===== src/rtl/ch_seq_pkg.sv =====
// Shared types and helpers for the channel segment sequencer.
// Thermometer helper is sized for the largest supported segment count.
package ch_seq_pkg;

    localparam int MAX_SEG         = 16;
    localparam int MIN_SYNC_STAGES = 2;

    typedef enum logic [1:0] {
        IDLE  = 2'd0,
        ARMED = 2'd1,
        DELAY = 2'd2,
        DONE  = 2'd3
    } seq_state_t;

    function automatic logic [MAX_SEG-1:0] thermo(input logic [4:0] n);
        logic [MAX_SEG-1:0] mask_v;
        mask_v = {MAX_SEG{1'b0}};
        for (int i = 0; i < MAX_SEG; i++) begin
            mask_v[i] = (5'(i) < n);
        end
        return mask_v;
    endfunction

endpackage


===== src/rtl/ch_disc_qualifier.sv =====
// Discriminator synchroniser, polarity selection and registered rising-edge detect.
// edge_q is held low while clr is asserted so stale edges never leak into a new run.
module ch_disc_qualifier
    import ch_seq_pkg::*;
#(
    parameter int SYNC_STAGES = 2
) (
    input  logic FCLK,
    input  logic RSTB,
    input  logic disc_raw,
    input  logic polarity,
    input  logic clr,
    output logic edge_q
);

    localparam int STAGES = (SYNC_STAGES < MIN_SYNC_STAGES) ? MIN_SYNC_STAGES : SYNC_STAGES;

    logic [STAGES-1:0] sync_r;
    logic              prev_r;
    logic              edge_r;
    logic              disc_q_s;

    assign disc_q_s = sync_r[STAGES-1] ^ polarity;

    // Synchroniser chain, previous-level tracker and edge register.
    always_ff @(posedge FCLK or negedge RSTB) begin
        if (!RSTB) begin
            sync_r <= {STAGES{1'b0}};
            prev_r <= 1'b0;
            edge_r <= 1'b0;
        end else begin
            sync_r <= {sync_r[STAGES-2:0], disc_raw};
            prev_r <= disc_q_s;
            if (clr) begin
                edge_r <= 1'b0;
            end else begin
                edge_r <= disc_q_s & ~prev_r;
            end
        end
    end

    assign edge_q = edge_r;

endmodule


===== src/rtl/ch_segment_sequencer.sv =====
// Channel trigger sequencer: qualified discriminator edges stop segments after a delay.
// Optional macro CH_EVENT_TIMESTAMP_EN adds LAST_TS, the cycle count from arming to each fire.
module ch_segment_sequencer
    import ch_seq_pkg::*;
#(
    parameter int NUM_SEG     = 5,
    parameter int DELAY_W     = 5,
    parameter int CNT_W       = $clog2(NUM_SEG + 1),
    parameter int SYNC_STAGES = 2,
    parameter int TS_W        = 10
) (
    input  logic               FCLK,
    input  logic               RSTB,
    input  logic               INST_START,
    input  logic               INST_STOP,
    input  logic               INST_READOUT,
    input  logic               DISCRIMINATOR_OUTPUT,
    input  logic               DISCRIMINATOR_POLARITY,
    input  logic [DELAY_W-1:0] TRIG_DELAY,
    input  logic [CNT_W-1:0]   SEG_PER_EVENT,
    output logic [NUM_SEG-1:0] TRIGGER,
    output logic [CNT_W-1:0]   TRIGGER_CNT,
    output logic               STOP_REQUEST,
`ifdef CH_EVENT_TIMESTAMP_EN
    output logic [TS_W-1:0]    LAST_TS,
`endif
    output logic               BUSY
);

    seq_state_t         state_r, state_n;
    logic [DELAY_W-1:0] cnt_r, cnt_n;
    logic [CNT_W-1:0]   segs_r, segs_n;
    logic [NUM_SEG-1:0] trig_r, trig_n;
    logic [CNT_W-1:0]   tcnt_r, tcnt_n;
    logic               stop_r, stop_n;
    logic               busy_r;
    logic               edge_s;
    logic               fire_s;
    logic               arm_s;
    logic [CNT_W-1:0]   remain_s;
    logic [CNT_W-1:0]   k_s;
    logic [CNT_W-1:0]   segs_fire_s;
    logic [NUM_SEG-1:0] trig_fire_s;

    ch_disc_qualifier #(
        .SYNC_STAGES (SYNC_STAGES)
    ) u_qual (
        .FCLK     (FCLK),
        .RSTB     (RSTB),
        .disc_raw (DISCRIMINATOR_OUTPUT),
        .polarity (DISCRIMINATOR_POLARITY),
        .clr      (state_r == IDLE),
        .edge_q   (edge_s)
    );

    // Segments consumed by one event: requested count clamped to what is left, never zero.
    always_comb begin
        remain_s = CNT_W'(NUM_SEG) - segs_r;
        if (SEG_PER_EVENT > remain_s) begin
            k_s = remain_s;
        end else begin
            k_s = SEG_PER_EVENT;
        end
        if (k_s == {CNT_W{1'b0}}) begin
            k_s = CNT_W'(1);
        end else begin
            k_s = k_s;
        end
        segs_fire_s = segs_r + k_s;
        trig_fire_s = NUM_SEG'(thermo(5'(segs_fire_s)));
    end

    // Next-state logic: stop beats fire, fire beats start.
    always_comb begin
        state_n = state_r;
        cnt_n   = cnt_r;
        trig_n  = trig_r;
        stop_n  = stop_r;
        fire_s  = 1'b0;
        arm_s   = 1'b0;
        case (state_r)
            IDLE: begin
                if (INST_START) begin
                    arm_s = 1'b1;
                end else begin
                    state_n = IDLE;
                end
            end
            ARMED: begin
                if (INST_STOP) begin
                    state_n = DONE;
                    trig_n  = {NUM_SEG{1'b1}};
                end else if (edge_s) begin
                    if (TRIG_DELAY == {DELAY_W{1'b0}}) begin
                        fire_s = 1'b1;
                    end else begin
                        state_n = DELAY;
                        cnt_n   = TRIG_DELAY - DELAY_W'(1);
                    end
                end else begin
                    state_n = ARMED;
                end
            end
            DELAY: begin
                if (INST_STOP) begin
                    state_n = DONE;
                    trig_n  = {NUM_SEG{1'b1}};
                    cnt_n   = {DELAY_W{1'b0}};
                end else if (cnt_r == {DELAY_W{1'b0}}) begin
                    fire_s = 1'b1;
                end else begin
                    cnt_n = cnt_r - DELAY_W'(1);
                end
            end
            DONE: begin
                if (INST_START) begin
                    arm_s = 1'b1;
                end else if (INST_READOUT) begin
                    state_n = IDLE;
                    trig_n  = {NUM_SEG{1'b0}};
                    stop_n  = 1'b0;
                end else begin
                    state_n = DONE;
                end
            end
            default: begin
                state_n = IDLE;
            end
        endcase

        if (arm_s) begin
            state_n = ARMED;
            cnt_n   = {DELAY_W{1'b0}};
            segs_n  = {CNT_W{1'b0}};
            trig_n  = {NUM_SEG{1'b0}};
            tcnt_n  = {CNT_W{1'b0}};
            stop_n  = 1'b0;
        end else if (fire_s) begin
            cnt_n   = {DELAY_W{1'b0}};
            segs_n  = segs_fire_s;
            trig_n  = trig_fire_s;
            tcnt_n  = tcnt_r + CNT_W'(1);
            if (segs_fire_s == CNT_W'(NUM_SEG)) begin
                state_n = DONE;
                stop_n  = 1'b1;
            end else begin
                state_n = ARMED;
            end
        end else begin
            segs_n = segs_r;
            tcnt_n = tcnt_r;
        end
    end

    // Sequencer state and registered outputs.
    always_ff @(posedge FCLK or negedge RSTB) begin
        if (!RSTB) begin
            state_r <= IDLE;
            cnt_r   <= {DELAY_W{1'b0}};
            segs_r  <= {CNT_W{1'b0}};
            trig_r  <= {NUM_SEG{1'b0}};
            tcnt_r  <= {CNT_W{1'b0}};
            stop_r  <= 1'b0;
            busy_r  <= 1'b0;
        end else begin
            state_r <= state_n;
            cnt_r   <= cnt_n;
            segs_r  <= segs_n;
            trig_r  <= trig_n;
            tcnt_r  <= tcnt_n;
            stop_r  <= stop_n;
            busy_r  <= (state_n == ARMED) || (state_n == DELAY);
        end
    end

    assign TRIGGER      = trig_r;
    assign TRIGGER_CNT  = tcnt_r;
    assign STOP_REQUEST = stop_r;
    assign BUSY         = busy_r;

`ifdef CH_EVENT_TIMESTAMP_EN
    logic [TS_W-1:0] ts_r;
    logic [TS_W-1:0] last_ts_r;

    // Run timer since arming; the snapshot counts the firing edge itself.
    always_ff @(posedge FCLK or negedge RSTB) begin
        if (!RSTB) begin
            ts_r      <= {TS_W{1'b0}};
            last_ts_r <= {TS_W{1'b0}};
        end else begin
            if (arm_s) begin
                ts_r <= {TS_W{1'b0}};
            end else if ((state_r == ARMED) || (state_r == DELAY)) begin
                ts_r <= ts_r + TS_W'(1);
            end else begin
                ts_r <= ts_r;
            end
            if (fire_s) begin
                last_ts_r <= ts_r + TS_W'(1);
            end else begin
                last_ts_r <= last_ts_r;
            end
        end
    end

    assign LAST_TS = last_ts_r;
`endif

endmodule


===== config.mk =====
export PLATFORM = sky130hd
export DESIGN_NAME = ch_segment_sequencer
export DESIGN_NICKNAME = d
export VERILOG_FILES = /design/src/rtl/ch_seq_pkg.sv /design/src/rtl/ch_disc_qualifier.sv /design/src/rtl/ch_segment_sequencer.sv
export SDC_FILE = /design/constraint.sdc
export NUM_CORES = 1
export LEC_CHECK = 0
export ABC_AREA = 0
export CORE_UTILIZATION = 51
export DETAILED_ROUTE_END_ITERATION = 10
export GPL_TIMING_DRIVEN = 0
export MAX_ROUTING_LAYER = met4
export PLACE_DENSITY = 0.86
export SETUP_SLACK_MARGIN = 0.05
export SLEW_MARGIN = 20
export SYNTH_ARGS = -nofsm -noshare
export SYNTH_HDL_FRONTEND = slang
export SYNTH_HIERARCHICAL = 1
export SYNTH_SLANG_ARGS = --single-unit

===== constraint.sdc =====
create_clock -name FCLK -period 9.2 [get_ports FCLK]
set_clock_uncertainty 0.1 [all_clocks]
set_input_delay 0.92 -clock FCLK [delete_from_list [all_inputs] [get_ports FCLK]]
set_output_delay 0.92 -clock FCLK [all_outputs]
set_load 0.02 [all_outputs]

==> impl_metrics.json <==
{
  "status": "complete, no violations",
  "die_w_um": 59.8,
  "p_int_mw": 0.347,
  "syn_inst": 184,
  "min_to": "u_qual/sync_r[1]",
  "grt_pass1_wl_um": 5930,
  "row_count": 20,
  "grt_overflow": 0,
  "die_h_um": 59.8,
  "regToRegStartpoint": "segs_r[1]",
  "worstPathArrival_ns": 4.10,
  "grt_max_degree": 25,
  "path_max_fanout": 5,
  "cts_sinks": 24,
  "tightest_slew_ns": 0.526,
  "holdWs_ns": 0.279,
  "hold_viol": 0,
  "first_pass_iters": 5,
  "setup-violations-final": 0,
  "drcViolationCount": 0,
  "max-cap-violations": 0,
  "min_period_ns": 3.98,
  "drt_iter0_drc": 83,
  "gp_congestion": 0.851,
  "synth_area_um2": 1710,
  "via_per_inst": 5.62,
  "clock_latency_ns": 0.31,
  "ys_seq_area_share_pct": 35.2,
  "cts_tree": "done",
  "place_area_um2": 2000,
  "rsz0062_at_grt": "false",
  "hpwl_um": 2600,
  "slew_headroom_pct": 64.9,
  "ctsHoldBuffers": 0,
  "ir_drop_mv": 0.197,
  "dieArea_um2": 3580,
  "clk_pin_slew_ns": 0.13,
  "slew_viol_final": 0,
  "wl_per_cell_um": 13.3,
  "startpoint_type": "primary input",
  "portBuffers": 24,
  "cellLeakagePower_nw": 0.871,
  "synthesis.nets": 213,
  "antenna_found_initial": 0,
  "ys_ff_latch": 24,
  "htree_levels": 1,
  "ios": 25,
  "power_density_nw_per_um2": 316,
  "ant_nets": 0,
  "hp-start": "u_qual/sync_r[0]",
  "worstHoldPathType": "reg2reg",
  "reg2reg_depth": 14,
  "n_fill_cell": 271,
  "p_seq_share_pct": 27.2,
  "fmax_mhz": 251,
  "start_util_pct": 55.0,
  "power.total_mw": 0.642,
  "swShare_pct": 45.9,
  "p_comb_share_pct": 64.1,
  "setup_tns_ns": 0,
  "cts_setup_buffers": 0,
  "cts_made_buffers": 3,
  "post_cts_resized": 0,
  "max-clock-path-buffers": 2,
  "syn2layout_area_growth_pct": 19.1,
  "grt_pass1_vias": 1350,
  "root_buffer": "clkbuf_4",
  "yosysWarnings": 6,
  "critical_path_class": "in2reg",
  "power.share.clock_pct": 8.7,
  "r2r_end": "TRIGGER[4]",
  "switching_power_mw": 0.295,
  "groute.usage.overall_pct": 22.5,
  "fin_crit_sh_pct": 43.3,
  "core_area_um2": 3100,
  "cp-end-kind": "flop",
  "diodes": 0,
  "dr_total_vias": 1438,
  "min_delay_path_depth": 0,
  "nNetsFinal": 242,
  "drive_gt1_share_pct": 12.7,
  "cp_data_required_time_ns": 9.31,
  "ys_types": 47,
  "totalWireLength_um": 3410,
  "fin_util_pct": 65.5,
  "reg2reg_slack_ns": 5.75,
  "final_cell_area_um2": 2030,
  "syn_area_per_cell_um2": 9.27
}
-- cell usage after synthesis (all sizes together) --
cell	count	area, µm²
nand2	21	83.8
o21a	2	15.0
o22ai	1	6.26
xnor2	3	26.3
clkbuf	2	7.51
o211a	1	10.0
o2bb2ai	2	17.5
or3	2	17.5
o22a	1	8.76
mux2i	2	20.0
mux2	2	22.5
a32oi	2	17.5
dfrtp	24	601
or2	1	6.26
nor4b	1	15.0
buf	4	37.5
inv	13	48.8
nor3	4	20.0
nor2	14	52.6
nor3b	2	25.0
o221a	3	33.8
a31oi	1	6.26
nor2b	5	31.3
o31ai	4	30.0
nor4	2	27.5
o211ai	2	15.0
o21ai	14	77.6
nand2b	6	37.5
nand3	6	35.0
xor2	5	43.8
a22oi	4	30.0
a41oi	1	8.76
fa	1	20.0
a2bb2oi	1	8.76
a21oi	8	47.6
o21ba	1	10.0
nand3b	2	15.0
ha	13	163
and3	1	6.26
-- power by group through the flow --
| stage | Combinational [mW] | Sequential, mW | Clock, mW |
|---|---|---|---|
| after detailed placement | 0.406 | 0.176 | 0 |
| after CTS | 0.411 | 0.174 | 0.0565 |
| after floorplan | 0.284 | 0.189 | 0 |
| final | 0.412 | 0.175 | 0.0556 |
| after global routing | 0.456 | 0.180 | 0.0607 |
| after global placement | 0.396 | 0.175 | 0 |
-- through the flow --
step / instances / worst slack [ns]
floorplan: 184 / 5.62
global placement: 252 / 5.00
detailed placement: 252 / 4.95
CTS: 256 / 5.20
global route: 256 / 5.05
finish: 256 / 5.22
-- critical path, cell delays in order --
cell,delay (ns)
clkdlybuf4s50_1,0.45
ha_1,0.32
nor2b_1,0.13
o21a_1,0.19
o21ba_2,0.24
o31ai_1,0.18
mux2_2,0.18
ha_1,0.13
inv_1,0.05
fa_1,0.38
xnor2_1,0.25
or3_4,0.20
nand2_1,0.14
o31ai_1,0.33
-- per-layer routing --
metal	global-route usage, %	vias to the layer above	part of all wire [%]	wire length [µm]
met1	28.9	682	47	1600
met5	-	-	0	0
met4	1.99	0	0.35	12
met3	4.55	2	5.0	171
li1	-	712	-	-
met2	37.9	42	48	1630
-- kinds of logic after synthesis --
family	count (synthesis)	synth area share [%]
AND/OR/NAND/NOR	67	21.9
AO/OA/AOI/OAI	48	20.1
flip-flops	24	35.2
buffers and inverters	19	5.50
adder cells (fa/ha/maj)	14	10.7
XOR/XNOR	8	4.11
multiplexers	4	2.49
-- state kept, by name (all words and copies together) (netlist names) --
signal / count
STOP_REQUEST: 1
u_qual/sync_r: 2
state_r: 2
BUSY: 1
segs_r: 3
u_qual/edge_q: 1
TRIGGER_CNT: 3
u_qual/prev_r: 1
TRIGGER: 5
cnt_r: 5
-- worst max-delay path by stage --
stage,from,slack [ns],endpoint,cells after the start
floorplan,SEG_PER_EVENT[1],5.62,TRIGGER[3],13
global placement,SEG_PER_EVENT[1],5.00,TRIGGER[3],14
detailed placement,SEG_PER_EVENT[1],4.95,TRIGGER[3],14
CTS,SEG_PER_EVENT[1],5.20,TRIGGER[4],14
global route,SEG_PER_EVENT[1],5.05,TRIGGER[4],14
finish,SEG_PER_EVENT[1],5.22,TRIGGER[4],14
-- final cells by class --
class                   instances  area, µm²  area share, %
well taps                      44       55.1           2.71
repair buffers                 24        235           11.6
multi-input cells             141       1010           49.8
flip-flops and latches         24        601           29.6
plain buffers                   6       45.0           2.22
clock buffers                   4       36.3           1.79
inverters                      13       48.8           2.40
-- cell usage in the layout, fill, tap and decap left out, types with 3 or more instances in the layout --
cell / netlist / layout
o31ai_1: 4 / 4
nor2b_1: 5 / 5
nor3_1: 4 / 4
nand2_1: 19 / 19
clkbuf_4: 0 / 3
xnor2_1: 3 / 3
a22oi_1: 4 / 4
dfrtp_1: 24 / 24
xor2_1: 5 / 5
o221a_2: 3 / 3
nor2_1: 14 / 14
clkdlybuf4s50_1: 0 / 23
a21oi_1: 6 / 6
inv_1: 13 / 13
nand2b_1: 6 / 6
o21ai_0: 11 / 11
ha_1: 13 / 13
nand3_1: 5 / 5
(Power assumes the default switching activity.)
==> edit (config.mk and constraints unchanged) <==
The option `CH_EVENT_TIMESTAMP_EN` is turned on by a define.
--- a/src/rtl/ch_segment_sequencer.sv
+++ b/src/rtl/ch_segment_sequencer.sv
@@ -1,4 +1,6 @@
 // Channel trigger sequencer: qualified discriminator edges stop segments after a delay.
 // Optional macro CH_EVENT_TIMESTAMP_EN adds LAST_TS, the cycle count from arming to each fire.
+`define CH_EVENT_TIMESTAMP_EN
+
 module ch_segment_sequencer
     import ch_seq_pkg::*;
Function (old outputs only; new: LAST_TS): kept (equiv_simple and equiv_induct, registers matched by name and starting in step).
==> edit against the original RTL <==
- the run now ends with DRC left
- non-clock buffer count is 14 higher
- critical path depth did not move
- routed wire length grew 47%
- worst setup slack lost 0.12 ns
- register-to-register slack worse by 0.11 ns
- final area up 44%
- clock power is 110% higher
- sequential cell count rose by 20
- power rose by 35%
- first-iteration DRC count grew 93%
- sequential power up 69%
- synthesized area grew 42%
- die area up 40%
==> edit: results (changes against the original RTL) <==
WORST_PIN_SLEW_NS=0.547  # +0.0204 ns
CTS.CLK_SLEW.WORST_PATHS_NS=0.09  # -0.04 ns
RUN_STATUS='complete, but fails checks'
DP_SLACK_NS=4.81  # -0.137 ns
ROUTED_WL_UM=5020  # +47%
GRT_START_MAX_NET_PINS=24  # -4.0%
GRT_PASS1_WL_UM=8760  # +48%
POST_SYNTH_MAIN_AREA_CONTRIBUTORS='sky130_fd_sc_hd__dfrtp_1 (46%), sky130_fd_sc_hd__ha_1 (6.2%), sky130_fd_sc_hd__nand2_1 (5.7%)'
SYNTH.NET_COUNT=287  # +35%
IR_DROP_V=0.000163  # -17%
RESIDUAL_DRC_COUNT=4  # +4
DRT_FIRST_PASS_ITERS=7  # +2
SEQ_POWER_W=0.000296  # +69%
FILLCELLCOUNT=368  # +36%
PORT-BUFFER-COUNT=33  # +38%
NNETSFINAL=328  # +36%
POST-DP-HPWL_UM=3740  # +44%
SYNTH.CELL_AREA_SQ_UM=2420  # +42%
FINALWEIGHTEDCONGESTION=0.822  # -3.5%
AVGVIACOUNTPERCELL=5.70  # +1.6%
CLOCKROOTBUFFER='sky130_fd_sc_hd__clkbuf_8'
GRT_PASS1_VIAS=1919  # +42%
SYNTH-SEQ-AREA-SHARE=0.455  # +0.103
CTS_INSERTED_BUFFERS=5  # +2
FINAL_LAYOUT_SIZE_SUFFIX_GT1_FRAC=0.0767  # -0.0507
H-TREE-DEPTH=2  # +1
COMBINATIONAL_GROUP_POWER_W=0.000456  # +11%
VIOLATIONS='DRC'
FMAXACHIEVABLE_MHz=244  # -3.0%
TIMING.CRITICAL_PATH.ARRIVAL_NS=4.19  # +0.09 ns
edit: cells by family after synthesis:
family          count (synthesis)  synth area share
simple gates                   90             0.176
compound gates                 68             0.181
flops                          44             0.455
buf+inv                        26            0.0502
xor+xnor                       15            0.0543
fa+ha+maj                      13            0.0704
mux                             3            0.0129
edit: path summary, 6_finish.rpt:
path                             startpoint               end  slack [ns]  depth (start not counted)
setup / recovery           SEG_PER_EVENT[1]        TRIGGER[2]        5.09                         14
setup reg to reg                  segs_r[1]        TRIGGER[2]        5.64                         14
hold reg to reg            u_qual/sync_r[0]  u_qual/sync_r[1]        0.25                          0
min in group asynchronous              RSTB      STOP_REQUEST        0.50                          1
hold / removal             u_qual/sync_r[0]  u_qual/sync_r[1]        0.25                          0
max in group asynchronous              RSTB           ts_r[4]        7.99                          2
edit: cell type report:
cell class              instances  area, sq um  area share
multi-input cells             189         1200       0.410
flip-flops and latches         44         1100       0.377
repair buffers                 34          353       0.121
clock buffers                   5         68.8      0.0236
well taps                      52         65.1      0.0223
plain buffers                  10         61.3      0.0210
inverters                      16         60.1      0.0206
clock inverters                 2         12.5     0.00429
edit: through the flow:
stage	hold WS, ns	utilization	instances	power, W
2_1_floorplan	0.231	-	259	0.000602
3_3_place_gp	0.237	0.633	344	0.000735
3_5_place_dp	0.237	0.638	345	0.000755
4_1_cts	0.253	0.657	352	0.000873
5_1_grt	0.257	0.657	352	0.000938
6_report	0.255	0.657	352	0.000869
edit: per-layer routing:
| metal | GRT usage | wire length, um | vias to the layer above |
|---|---|---|---|
| met3 | 0.0470 | 247 | 8 |
| met2 | 0.364 | 2420 | 61 |
| met5 | - | 0 | - |
| met4 | 0.0778 | 58 | 0 |
| met1 | 0.293 | 2290 | 964 |
| li1 | - | - | 975 |
edit: critical path, cell delays in order:
cell                              delay [ns]
sky130_fd_sc_hd__clkdlybuf4s50_1        0.46
sky130_fd_sc_hd__ha_1                   0.34
sky130_fd_sc_hd__nor2b_1                0.14
sky130_fd_sc_hd__o21ai_0                0.12
sky130_fd_sc_hd__a32oi_1                0.33
sky130_fd_sc_hd__mux2i_1                0.33
sky130_fd_sc_hd__a31o_2                 0.20
sky130_fd_sc_hd__ha_1                   0.14
sky130_fd_sc_hd__inv_1                  0.05
sky130_fd_sc_hd__fa_1                   0.37
sky130_fd_sc_hd__xor2_1                 0.18
sky130_fd_sc_hd__nand3_1                0.18
sky130_fd_sc_hd__a221oi_1               0.31
sky130_fd_sc_hd__o21ai_1                0.11
